### src/rtl/dmem_arbiter.sv
// Two-port arbiter/sequencer in front of the single-port data memory.
// Define DMEM_ARB_ROUND_ROBIN_EN for round-robin on contention; default is fixed p0 priority.
module dmem_arbiter #(
  parameter logic [31:0] BASE_ADDR = 32'h0100_0000,
  parameter logic [31:0] MEM_DEPTH = 32'h0010_0000
) (
  input  logic        clock,
  input  logic        reset_n,
  input  logic        p0_req,
  input  logic        p0_we,
  input  logic [1:0]  p0_size,
  input  logic [31:0] p0_addr,
  input  logic [31:0] p0_wdata,
  output logic        p0_ack,
  output logic        p0_err,
  output logic [31:0] p0_rdata,
  input  logic        p1_req,
  input  logic        p1_we,
  input  logic [1:0]  p1_size,
  input  logic [31:0] p1_addr,
  input  logic [31:0] p1_wdata,
  output logic        p1_ack,
  output logic        p1_err,
  output logic [31:0] p1_rdata,
  output logic        mem_read_write,
  output logic [1:0]  mem_access_size,
  output logic [31:0] mem_address,
  output logic [31:0] mem_data_in,
  input  logic [31:0] mem_data_out
);

  typedef enum logic [1:0] {IDLE, BUSY, RESP} state_t;

  localparam logic [32:0] LAST_ADDR = {1'b0, BASE_ADDR} + {1'b0, MEM_DEPTH} - 33'd1;

  state_t      state;
  logic        cmd_we;
  logic [1:0]  cmd_size;
  logic [31:0] cmd_addr;
  logic [31:0] cmd_wdata;
  logic        cmd_port;

  logic        grant_valid;
  logic        grant_port;
  logic        cmd_err;
  logic [32:0] last_byte;
  logic [31:0] rd_capture;

`ifdef DMEM_ARB_ROUND_ROBIN_EN
  logic        last_grant;
`endif

  // NOTE: every signal assigned in an always_comb gets a default first so no latch is inferred.
  always_comb begin
    grant_valid = p0_req | p1_req;
`ifdef DMEM_ARB_ROUND_ROBIN_EN
    grant_port  = (p0_req && p1_req) ? ~last_grant : ~p0_req;
`else
    grant_port  = ~p0_req;
`endif
  end

  // Range check in 33 bits so a request near 32'hFFFFFFFF cannot wrap into range.
  always_comb begin
    last_byte = {1'b0, cmd_addr};
    case (cmd_size)
      2'd0:    last_byte = {1'b0, cmd_addr};
      2'd1:    last_byte = {1'b0, cmd_addr} + 33'd1;
      default: last_byte = {1'b0, cmd_addr} + 33'd3;
    endcase
    cmd_err = ((cmd_size == 2'd1) && cmd_addr[0])
           || (cmd_size[1] && (cmd_addr[1:0] != 2'b00))
           || (cmd_addr < BASE_ADDR)
           || (last_byte > LAST_ADDR);
  end

  always_comb begin
    rd_capture = 32'd0;
    if (!cmd_we && !cmd_err) begin
      case (cmd_size)
        2'd0:    rd_capture = {24'd0, mem_data_out[7:0]};
        2'd1:    rd_capture = {16'd0, mem_data_out[15:0]};
        default: rd_capture = mem_data_out;
      endcase
    end
  end

  // Outside BUSY the memory sees a harmless in-range read of BASE_ADDR.
  always_comb begin
    mem_read_write  = 1'b0;
    mem_access_size = 2'd2;
    mem_address     = BASE_ADDR;
    mem_data_in     = 32'd0;
    if (state == BUSY) begin
      mem_read_write  = cmd_we & ~cmd_err;
      mem_access_size = cmd_size;
      mem_address     = cmd_addr;
      mem_data_in     = cmd_wdata;
    end
  end

  // NOTE: sequential state uses non-blocking assignments only, so every register sees pre-edge values.
  always_ff @(posedge clock or negedge reset_n) begin
    if (!reset_n) begin
      state     <= IDLE;
      cmd_we    <= 1'b0;
      cmd_size  <= 2'd2;
      cmd_addr  <= BASE_ADDR;
      cmd_wdata <= 32'd0;
      cmd_port  <= 1'b0;
      p0_ack    <= 1'b0;
      p0_err    <= 1'b0;
      p0_rdata  <= 32'd0;
      p1_ack    <= 1'b0;
      p1_err    <= 1'b0;
      p1_rdata  <= 32'd0;
`ifdef DMEM_ARB_ROUND_ROBIN_EN
      last_grant <= 1'b1;
`endif
    end else begin
      case (state)
        IDLE: begin
          if (grant_valid) begin
            cmd_port  <= grant_port;
            cmd_we    <= grant_port ? p1_we    : p0_we;
            cmd_size  <= grant_port ? p1_size  : p0_size;
            cmd_addr  <= grant_port ? p1_addr  : p0_addr;
            cmd_wdata <= grant_port ? p1_wdata : p0_wdata;
`ifdef DMEM_ARB_ROUND_ROBIN_EN
            last_grant <= grant_port;
`endif
            state     <= BUSY;
          end
        end
        BUSY: begin
          p0_ack   <= ~cmd_port;
          p0_err   <= ~cmd_port & cmd_err;
          p0_rdata <= cmd_port ? 32'd0 : rd_capture;
          p1_ack   <= cmd_port;
          p1_err   <= cmd_port & cmd_err;
          p1_rdata <= cmd_port ? rd_capture : 32'd0;
          state    <= RESP;
        end
        RESP: begin
          p0_ack   <= 1'b0;
          p0_err   <= 1'b0;
          p0_rdata <= 32'd0;
          p1_ack   <= 1'b0;
          p1_err   <= 1'b0;
          p1_rdata <= 32'd0;
          state    <= IDLE;
        end
        default: state <= IDLE;
      endcase
    end
  end

endmodule

### config.mk
export PLATFORM = sky130hd
export DESIGN_NAME = dmem_arbiter
export DESIGN_NICKNAME = d
export VERILOG_FILES = /design/src/rtl/dmem_arbiter.sv
export SDC_FILE = /design/constraint.sdc
export NUM_CORES = 1
export LEC_CHECK = 0
export ABC_CLOCK_PERIOD_IN_PS = 4340
export CAP_MARGIN = 30
export CORE_UTILIZATION = 44
export CTS_BUF_LIST = sky130_fd_sc_hd__clkbuf_8
export CTS_CLUSTER_SIZE = 14
export DETAILED_ROUTE_END_ITERATION = 16
export GPL_ROUTABILITY_DRIVEN = 0
export PLACE_DENSITY = 0.83
export SYNTH_ARGS = -nofsm -noshare
export SYNTH_HDL_FRONTEND = slang
export SYNTH_SLANG_ARGS = --single-unit
export TNS_END_PERCENT = 10
### constraint.sdc
create_clock -name clock -period 4.34 [get_ports clock]
set_clock_uncertainty 0.15 [all_clocks]
set_input_delay 0.434 -clock clock [delete_from_list [all_inputs] [get_ports clock]]
set_output_delay 0.434 -clock clock [all_outputs]
set_load 0.01 [all_outputs]
; Word level (Yosys, flattened, before mapping)
; Cells that the tools add are included.
; W data, S select, Z words.
[totals]
register_bits = 138
latchBits = 0
ram_bits = 0
romBits = 0
in_bits = 170
output_inout_bits = 135
n_memories = 0
[op_classes]
add_sub_neg = 2
mul = 0
n_div = 0
n_lt_le_gt_ge = 2
n_eq_ne = 4
shift = 0
n_mux = 21
n_bitwise = 7
n_reduce_logical = 13
[ops]
columns = cell, count
row1 = $mux W32, 7
row2 = $pmux W32 S2, 3
row3 = $pmux W33 S2, 1
row4 = $add A32 B1 Y33 const B, 1
row5 = $add A32 B2 Y33 const B, 1
row6 = $gt A33 B25 Y1 const B, 1
row7 = $lt A32 B25 Y1 const B, 1
row8 = $pmux W1 S2, 4
row9 = $mux W2, 3
row10 = $eq A2 B1 Y1 const B, 2
row11 = $logic_not A2 Y1, 2
row12 = $pmux W2 S2, 1
row13 = $reduce_bool A2 Y1, 2
row14 = $and A1 B1 Y1, 3
row15 = $logic_and A1 B1 Y1, 3
row16 = $logic_or A1 B1 Y1, 3
row17 = $not A1 Y1, 3
row18 = $eq A2 B2 Y1 const B, 1
row19 = $logic_not A1 Y1, 2
row20 = $mux W1, 2
row21 = $ne A2 B2 Y1 const B, 1
row22 = $reduce_and A2 Y1, 1
row23 = $or A1 B1 Y1, 1

; Longest topological paths before layout
; Gate-level depths: netlist (run 1).
[depth]
word_depth = 10
ltp_mapped = 13

; Least setup slack after synthesis (run 1)
; OpenSTA, ideal clock, no wires.
[synth_path]
kind = reg2out
startpoint = register cmd_size[1]
endpoint = output mem_read_write
t_arrival_ns = 3.064
slack_ns = 0.692
stages_incl_launch_ff = 13
path_cell_list = dfstp_2 > nand2b_1 > inv_1 > fa_1 > or4b_1 > mux2i_1 > a211oi_1 > nor3_1 > o21ai_0 > or4_1 > clkbuf_1 > clkbuf_1 > nor2_1
[synth_between]
elab_chain_cells = 8
elab_cells_between_ends = 12
classes_between = order compare (1) / eq/ne (1) / mux (2) / bitwise (2) / reduce/logical (6)
[synth_rtl]
columns = element, line_no
row1 = start: declaration, 38  ; logic [1:0] cmd_size;
row2 = start signal: assignment, 126  ; cmd_size <= grant_port ? p1_size : p0_size;
row3 = branches (longest 4 deep; another with $gt A33 B25 Y1), n/a
row4 = $logic_or A1 B1 Y1 *, 74  ; || (last_byte > LAST_ADDR);
row5 = $not A1 Y1 *, 95  ; mem_read_write = cmd_we & ~cmd_err;
row6 = $and A1 B1 Y1 *, 95
row7 = $mux W1 *, 94  ; if (state == BUSY) begin
row8 = end: declaration, 25  ; output logic mem_read_write,
; Every way passes the cells marked *.

; Worst setup path after layout (run 1)
; Ends and elaborated chain as after synthesis.

==> results of run 1 <==
[power groups by stage]
stage / registers (mW) / clock network, mW / logic (mW)
global route: 2.01 / 1.09 / 2.68
finish: 1.95 / 1.02 / 2.44
global placement: 1.96 / 0 / 2.40
CTS: 1.95 / 1.05 / 2.46
floorplan: 1.88 / 0 / 1.41
detailed placement: 1.97 / 0 / 2.45
[flip-flops by register name, indices dropped and copies added, names as in the netlist]
name and cells:
cmd_size 2, cmd_port 1, cmd_we 1, p0_rdata 32, cmd_wdata 32, p0_ack 1
cmd_addr 32, p1_ack 1, p1_err 1, p0_err 1, state 2, p1_rdata 32
[worst min-delay path, stage by stage, from the launching register on]
cell,delay [ns]
dfrtp_1,0.34
nand2_1,0.04
o21ai_0,0.06
[placed cells by master (no fill, tap or decap), types with 8 or more instances in the layout]
cell type | netlist | routed
nor2_1 | 11 | 11
buf_4 | 0 | 13
nand2_1 | 109 | 109
mux2i_1 | 68 | 68
o2bb2ai_2 | 30 | 30
o2bb2ai_1 | 34 | 34
inv_1 | 8 | 9
clkbuf_8 | 0 | 18
o21ai_0 | 73 | 73
nor2b_1 | 9 | 8
dfrtp_1 | 136 | 136
and2_1 | 64 | 64
clkdlybuf4s50_1 | 0 | 301
nand3_1 | 38 | 38
[through the flow]
step	power (mW)	cell area [um2]	std cells	setup WS [ns]
floorplan	3.29	7060	695	0.692
global placement	4.36	10300	1169	0.211
detailed placement	4.42	10300	1170	0.163
CTS	5.46	10700	1204	0.0560
global route	5.79	10700	1204	0.0793
finish	5.41	10700	1204	0.282
[cell type report]
class / count / area, um2
tap: 211 / 264
sequential: 138 / 3460
clock buffer: 18 / 248
timing repair buffer: 319 / 3170
fill: 1270 / 4750
multi-input combinational: 495 / 3370
clock inverter: 14 / 138
inverter: 9 / 33.8
[routing by layer]
metal | vias to the layer above | track usage, %
li1 | 3007 | -
met5 | - | 0
met2 | 240 | 43.6
met4 | 0 | 9.76
met1 | 3028 | 32.0
met3 | 29 | 7.19
[timing repair]
| item | 4_1_cts | 5_1_grt |
|---|---|---|
| buffers inserted | 1 | 0 |
| endpoints found under the setup margin | 1 | 1 |
| gates resized for setup | 3 | 1 |
| hold endpoints to repair | 65 | 0 |
| pin swaps | 0 | 1 |
| hold buffers | 1 | 0 |
| gates cloned | 0 | 0 |
[cells by family (layout without fill, tap and decap cells)]
kind of cell	Yosys count	in the layout	share of synthesized area (%)
simple gates	264	264	18.8
compound gates	156	156	17.6
flops	138	138	48.9
mux	68	68	9.64
buf+inv	62	360	3.72
fa+ha+maj	6	6	1.17
xor+xnor	1	1	0.124
[final timing paths]
path,from,endpoint,slack (ns),depth (start not counted)
min in group asynchronous,reset_n,cmd_addr[21],0.41,2
max,cmd_size[1],mem_read_write,0.28,11
min reg2reg,cmd_wdata[1],cmd_wdata[1],0.33,2
max in group asynchronous,reset_n,p1_rdata[4],2.68,3
min,cmd_wdata[1],cmd_wdata[1],0.33,2
max reg2reg,cmd_size[1],p1_err,0.68,11
==> flow_metrics.env, run 1 <==
export IMPL_ir_worst_vdd_uv=547
export IMPL_worst_path_max_fanout=2
export IMPL_min_period_over_period_pct=93.5
export IMPL_synth_top_area_share_pct=48.2
export IMPL_fmax_mhz=246
export IMPL_cts_tree="yes"
export IMPL_end_kind="output port"
export IMPL_cellLeakagePower_nw=4.43
export IMPL_area_growth_pct=51.2
export IMPL_whs_ns=0.326
export IMPL_vias=6304
export IMPL_clkPwrFrac_pct=18.9
export IMPL_layout_drive_gt1_share_pct=9.37
export IMPL_p_sw_mw=2.24
export IMPL_synth_edf_count=0
export IMPL_dr_pass1_iters=4
export IMPL_initial_core_util_pct=45.8
export IMPL_port_buffer_count=304
export IMPL_core_area_um2=15400
export IMPL_switching_share_pct=41.4
export IMPL_antenna_found_initial=0
export IMPL_yosysWarnings=0
export IMPL_met3WireLength_um=1500
export IMPL_hold_viol_final=0
export IMPL_avgRoutedWirePerCell_um=17.4
export IMPL_die_h_um=129
export IMPL_avgSynthCellArea_um2=10.2
export IMPL_synth_area_um2=7060
export IMPL_grtUsageTotal_pct=26.0
export IMPL_slowest_delay_ns=0.56
export IMPL_die_w_um=129
export IMPL_cts_htree_levels=4
export IMPL_cts_path_max_buffers=2
export IMPL_drv_cap=0
export IMPL_met2_length_um=10400
export IMPL_drt_met1_wl_um=8610
export IMPL_worstPathArrival_ns=3.47
export IMPL_synthDistinctLibCells=45
export IMPL_path_cells="nand2b_1 > inv_1 > fa_1 > or4b_1 > mux2i_1 > a211oi_1 > nor3_1 > o21ai_0 > or4_4 > nor2_1 > clkdlybuf4s15_2"
export IMPL_routed_wl_um=20900
export IMPL_cts_sinks=138
export IMPL_p_int_mw=3.17
export IMPL_finalCoreUtilization_pct=69.2
export IMPL_cp_top_family="simple AND/OR/NAND/NOR gates"
export IMPL_ys_top_cells_by_count="136 x dfrtp_1, 109 x nand2_1, 73 x o21ai_0"
export IMPL_synth_most_common_cell="dfrtp_1"
export IMPL_grt_ovfl_total=0
export IMPL_slew_headroom_pct=38.9
export IMPL_vias_per_cell=5.24
export IMPL_grt_max_degree=121
export IMPL_drt_iter0_drc=320
export IMPL_status="completed"
export IMPL_rsz0062_at_grt="no"
export IMPL_cts_root_buffer="clkbuf_8"
export IMPL_slew_viol_final=0
export IMPL_ant_nets=0
export IMPL_worstMarginPinSlew_ns=0.917
export IMPL_cp_slowest_cell="or4_4"
export IMPL_setup_violations=0
export IMPL_dp_hpwl_um=15400
export IMPL_worstPathBufferInverterCount=2
export IMPL_diodes=0
export IMPL_min_period_ns=4.06
export IMPL_synthTopCellsByArea="dfrtp_1 48%, mux2i_1 9.6%, o2bb2ai_2 6.4%"
export IMPL_hp_class="flip-flop to flip-flop"
export IMPL_crit_required_ns=3.76
export IMPL_pin_count=305
export IMPL_p_per_area_nw_per_um2=507
export IMPL_syn_inst=695
export IMPL_grt_pass1_wl_um=32800
export IMPL_ys_ff_latch=138
export IMPL_synthArstFlopShare_pct=100
export IMPL_synth_area_leader_cell="dfrtp_1"
export IMPL_path_class="flip-flop to output port"
export IMPL_rows=45
export IMPL_setup_tns_ns=0
export IMPL_fin_nets=1156
export IMPL_power_frac_comb_pct=45.0
export IMPL_numCtsBuffers=17
export IMPL_cp_start_kind="flip-flop"
export IMPL_route_detailed_drc=0
export IMPL_synth_nets=871
export IMPL_ys_flop_type="dfrtp_1"
export IMPL_ys_seq_area_share_pct=48.9
export IMPL_insertion_delay_ns=0.45
export IMPL_path_clk_slew_ns=0.08
export IMPL_top_layer_used="met4"
export IMPL_die_area_um2=16600
export IMPL_grt_pass1_vias=6255
export IMPL_power_frac_seq_pct=36.1
Note: power is estimated with default switching activity, not from simulation.
==> run 2, diff against run 1 <==
ABC_AREA = 1   (was default)
CORE_UTILIZATION = 46   (was 44)
HOLD_SLACK_MARGIN = 0.05   (was default)
==> flow_metrics.env, run 2 <==
export IMPL_port_buffer_count=304
export IMPL_synth_edf_count=0
export IMPL_grtUsageTotal_pct=28.2
export IMPL_avgRoutedWirePerCell_um=14.9
export IMPL_cts_root_buffer="clkbuf_8"
export IMPL_initial_core_util_pct=47.3
export IMPL_cellLeakagePower_nw=6.10
export IMPL_dp_hpwl_um=18700
export IMPL_min_from="p0_req"
export IMPL_min_period_over_period_pct=94.5
export IMPL_ys_ff_latch=138
export IMPL_vias_per_cell=5.17
export IMPL_syn_inst=1214
export IMPL_status="completed"
export IMPL_diodes=0
export IMPL_slew_viol_final=0
export IMPL_whs_ns=0.258
export IMPL_ant_nets=0
export IMPL_cp_startpoint="cmd_size[1]"
export IMPL_drv_cap=0
export IMPL_synthDistinctLibCells=30
export IMPL_cts_hold_buf=1
export IMPL_cts_htree_levels=4
export IMPL_worst_path_max_fanout=4
export IMPL_fillers=1506
export IMPL_drt_met1_wl_um=10600
export IMPL_hold_viol_final=0
export IMPL_p_per_area_nw_per_um2=534
export IMPL_routed_wl_um=25600
export IMPL_area_growth_pct=43.0
export IMPL_synth_nets=1390
export IMPL_final_cell_mix="420 x nand2_1, 302 x clkdlybuf4s50_1, 211 x inv_1"
export IMPL_rows=48
export IMPL_p_sw_mw=2.90
export IMPL_synth_area_mux_share_pct=0
export IMPL_avgSynthCellArea_um2=6.79
export IMPL_synthTopCellsByArea="dfrtp_1 41%, nand2_1 19%, inv_1 9.7%"
export IMPL_numCtsBuffers=17
export IMPL_top_layer_used="met4"
export IMPL_vias=8874
export IMPL_synth_area_um2=8240
export IMPL_fmax_mhz=244
export IMPL_layout_commonest_cell="nand2_1"
export IMPL_reg2reg_from="cmd_size[1]"
export IMPL_min_period_ns=4.10
export IMPL_clkPwrFrac_pct=17.5
export IMPL_pin_count=305
export IMPL_p_int_mw=3.39
export IMPL_drt_iter0_drc=786
export IMPL_synth_most_common_cell="nand2_1"
export IMPL_regArea_um2=3460
export IMPL_fin_nets=1658
export IMPL_cts_sinks=138
export IMPL_path_class="flip-flop to output port"
export IMPL_ys_flop_type="dfrtp_1"
export IMPL_crit_required_ns=3.76
export IMPL_met3WireLength_um=2390
export IMPL_worstPathArrival_ns=3.52
export IMPL_power_frac_seq_pct=32.1
export IMPL_cp_start_kind="flip-flop"
export IMPL_die_w_um=136
export IMPL_synth_compound_area_share_pct=10.3
export IMPL_grt_max_degree=103
export IMPL_antenna_found_initial=0
export IMPL_setup_violations=0
export IMPL_cts_resized=0
export IMPL_dr_pass1_iters=6
export IMPL_layout_drive_gt1_share_pct=4.76
export IMPL_insertion_delay_ns=0.46
export IMPL_synth_top_family_by_area="simple AND/OR/NAND/NOR gates"
export IMPL_cts_path_max_buffers=2
export IMPL_multiInputGateArea_um2=3690
export IMPL_grt_ovfl_total=0
export IMPL_switching_share_pct=46.1
export IMPL_slew_headroom_pct=32.5
export IMPL_cts_setup_buffers=0
export IMPL_hp_class="input pin to flip-flop"
export IMPL_die_h_um=136
export IMPL_end_kind="output port"
export IMPL_power_frac_comb_pct=50.4
export IMPL_grt_pass1_wl_um=40400
export IMPL_synth_top_area_share_pct=41.3
export IMPL_grt_pass1_vias=8082
export IMPL_yosysWarnings=0
export IMPL_synthArstFlopShare_pct=100
export IMPL_synth_area_leader_cell="dfrtp_1"
export IMPL_path_clk_slew_ns=0.08
export IMPL_ir_worst_vdd_uv=372
export IMPL_core_area_um2=17400
export IMPL_setup_tns_ns=0
export IMPL_finalPower_mw=6.29
export IMPL_synthSimpleGateAreaFrac_pct=32.5
export IMPL_die_area_um2=18400
export IMPL_synth_xor_area_share_pct=0.744
export IMPL_cts_tree="yes"
export IMPL_worstMarginPinSlew_ns=1.01
export IMPL_met2_length_um=11900
export IMPL_route_detailed_drc=0
export IMPL_ys_seq_area_share_pct=41.9
export IMPL_rsz0062_at_grt="no"
export IMPL_synth_fa_ha_area_share_pct=1.00
export IMPL_ys_top_cells_by_count="421 x nand2_1, 212 x inv_1, 136 x dfrtp_1"
## run 2: area by class of cell
cell class,count,area share (%)
clock buffers,17,1.99
clock inverters,13,1.42
inverters,214,6.82
multi-input cells,793,31.3
flip-flops and latches,138,29.3
well taps,225,2.39
repair buffers,318,26.8
## run 2: cell families (layout without fill, tap and decap cells)
group	Yosys count	count (layout)
and+or+nand+nor	625	625
buffers and inverters	283	562
AOI/OAI and AO/OA	155	155
DFF	138	138
xor gates and xnor gates	7	7
adders and majority gates	6	6
## run 2: power groups by stage
stage | combinational (mW) | sequential [mW] | clock [mW]
after global placement | 3.08 | 2.01 | 0
after global routing | 3.52 | 2.06 | 1.18
final | 3.17 | 2.02 | 1.10
after floorplan | 1.95 | 1.91 | 0
after CTS | 3.16 | 2.01 | 1.12
after detailed placement | 3.14 | 2.03 | 0
## run 2: per-stage QoR
| step | worst slack (ns) | instances | utilization, % | instance area, um2 |
|---|---|---|---|---|
| 5_1_grt | 0.0136 | 1718 | 67.7 | 11800 |
| 3_5_place_dp | 0.773 | 1687 | 65.3 | 11400 |
| 2_1_floorplan | 1.09 | 1214 | - | 8240 |
| 6_report | 0.238 | 1718 | 67.7 | 11800 |
| 4_1_cts | 0.261 | 1718 | 67.7 | 11800 |
| 3_3_place_gp | 0.861 | 1686 | 65.2 | 11400 |
## run 2: critical path, cell delays in order, from the launching register on
cell and delay [ns]:
dfstp_2 0.53, nor2_1 0.06, fa_1 0.41, inv_1 0.12
nand3_1 0.09, nor2_1 0.18, nand3_1 0.12, nor2_2 0.16
nand2_1 0.09, xor2_1 0.21, inv_1 0.07, nor2_1 0.10
nand3_1 0.10, nand2_1 0.08, nand3_1 0.10, nor2_1 0.10
clkdlybuf4s50_1 0.54
## run 2: final timing paths
kind                       slack, ns  depth (start not counted)        endpoint
max                             0.24                         16  mem_read_write
min                             0.26                          2        cmd_port
max reg2reg                     1.00                         16    p1_rdata[21]
min reg2reg                     0.33                          2     p0_rdata[5]
max in group asynchronous       2.62                          3    cmd_addr[24]
min in group asynchronous       0.46                          2    p0_rdata[24]
## run 2: per-layer routing
| metal | global-route usage (%) | up-vias |
|---|---|---|
| li1 | - | 4334 |
| met3 | 7.90 | 62 |
| met2 | 45.1 | 419 |
| met1 | 36.2 | 4059 |
| met5 | 0 | - |
| met4 | 10.4 | 0 |
==> run 3, diff against run 2 <==
CORE_MARGIN = 3   (was default)
PLACE_DENSITY = 0.8   (was 0.83)
==> flow_metrics.env, run 3 (synthesis results as in run 2) <==
export IMPL_postLayoutCellArea_um2=11800
export IMPL_post_place_ws_ns=0.810
export IMPL_path_class="flip-flop to output port"
export IMPL_numCtsBuffers=17
export IMPL_grtUsageMet1_pct=34.5
export IMPL_vias=8727
export IMPL_grtUsageMet3_pct=7.73
export IMPL_cellLeakagePower_nw=6.13
export IMPL_rsz0062_at_grt="no"
export IMPL_end_kind="output port"
export IMPL_drv_cap=0
export IMPL_grt_pass1_wl_um=42000
export IMPL_dp_hpwl_um=19500
export IMPL_fin_nets=1657
export IMPL_hp_class="input pin to asynchronous set/reset pin"
export IMPL_grt_ovfl_total=0
export IMPL_cp_start_kind="flip-flop"
export IMPL_worstMarginPinSlew_ns=0.759
export IMPL_rows=48
export IMPL_cts_path_max_buffers=2
export IMPL_grt_max_degree=89
export IMPL_status="completed"
export IMPL_layout_drive_gt1_share_pct=4.82
export IMPL_min_period_over_period_pct=94.0
export IMPL_dr_pass1_iters=5
export IMPL_drt_iter0_drc=813
export IMPL_ant_nets=0
export IMPL_cts_setup_buffers=0
export IMPL_routed_wl_um=26300
export IMPL_ir_worst_vdd_uv=415
export IMPL_core_area_um2=17400
export IMPL_grtUsageTotal_pct=26.4
export IMPL_fin_ws_ns=0.261
export IMPL_initial_core_util_pct=47.3
export IMPL_p_per_area_nw_per_um2=538
export IMPL_fillers=1509
export IMPL_whs_ns=0.294
export IMPL_insertion_delay_ns=0.44
export IMPL_diodes=0
export IMPL_cts_tree="yes"
export IMPL_antenna_found_initial=0
export IMPL_port_buffer_count=304
export IMPL_cts_root_buffer="clkbuf_8"
export IMPL_crit_required_ns=3.76
export IMPL_grt_pass1_vias=8297
export IMPL_die_area_um2=19600
export IMPL_route_detailed_drc=0
export IMPL_worstPathArrival_ns=3.50
export IMPL_gr_max_usage_layer="met2"
export IMPL_layout_commonest_cell="nand2_1"
export IMPL_slew_headroom_pct=49.4
export IMPL_grtUsageMet2_pct=42.2
export IMPL_fmax_mhz=245
export IMPL_vias_per_cell=5.08
export IMPL_setup_tns_ns=0
export IMPL_hold_viol_final=0
export IMPL_die_w_um=140
export IMPL_pin_count=305
export IMPL_reg2reg_from="cmd_size[1]"
export IMPL_worst_path_max_fanout=19
export IMPL_place_area_um2=11400
export IMPL_final_cell_mix="420 x nand2_1, 302 x clkdlybuf4s50_1, 211 x inv_1"
export IMPL_worst_r2r_cell_count=16
export IMPL_cp_startpoint="cmd_size[1]"
export IMPL_min_period_ns=4.08
export IMPL_cts_resized=0
export IMPL_die_h_um=140
export IMPL_slew_viol_final=0
export IMPL_cts_htree_levels=4
export IMPL_area_growth_pct=43.8
export IMPL_finalPower_mw=6.37
export IMPL_setup_violations=0
export IMPL_avgRoutedWirePerCell_um=15.3
export IMPL_cts_sinks=138
export IMPL_path_clk_slew_ns=0.09
==> run 3: cell types whose count changed in the layout (fill, tap and decap cells not counted), moves of 2 or more <==
cell      before  now
buf_16         0    2
buf_4         13   11
clkinv_4       2    4
inv_8          0    2
==> run 3: stage by stage <==
stage,instances,util [%]
floorplan,1214,-
global placement,1684,65.2
detailed placement,1686,65.5
CTS,1719,68.0
global route,1719,68.0
finish,1719,68.0
==> run 3: final timing paths <==
kind                             endpoint  slack (ns)
max                        mem_read_write        0.26
min                          p0_rdata[22]        0.29
max reg2reg                   p1_rdata[4]        0.95
min reg2reg                   p1_rdata[6]        0.33
max in group asynchronous        state[0]        2.65
min in group clock               cmd_port        0.31
==> run 3: final cells by class <==
cell class	instances	area, um2	area share, %
Multi-Input combinational cell	793	3690	31.1
Sequential cell	138	3460	29.2
Timing Repair Buffer	317	3180	26.9
Inverter	214	803	6.78
Tap cell	225	282	2.38
Clock buffer	18	248	2.09
Clock inverter	14	186	1.57
==> run 3: what timing repair did <==
action                                  in CTS  in global routing
endpoints found under the setup margin       0                  0
hold endpoints to repair                    34                  0
hold buffers                                 1                  0
==> run 3: critical path, cell delays in order, from the launching register on <==
cell and delay [ns]:
dfstp_2 0.37, buf_4 0.20, nor2_4 0.44, inv_2 0.28, nand3_2 0.21, inv_1 0.10
nand3_1 0.08, nand3_1 0.08, a21oi_1 0.19, nand3_1 0.09, nor2_1 0.10, nand3_1 0.10
nand2_1 0.08, nand3_1 0.08, nor2_1 0.09, clkdlybuf4s50_1 0.55
==> run 3: report_power, final <==
group / leakage, nW / internal (mW) / switching (mW)
Sequential: 1.79 / 1.66 / 0.360
Clock: 0.218 / 0.599 / 0.551
Combinational: 4.12 / 1.17 / 2.03
Total: 6.13 / 3.43 / 2.94
==> run 3: per-layer routing <==
layer | share of wire, % | wire, um | up-vias
met1 | 41 | 10800 | 3908
met4 | 2.8 | 741 | 0
met2 | 46 | 12200 | 438
met5 | 0 | 0 | -
met3 | 9.7 | 2540 | 57
li1 | - | - | 4324
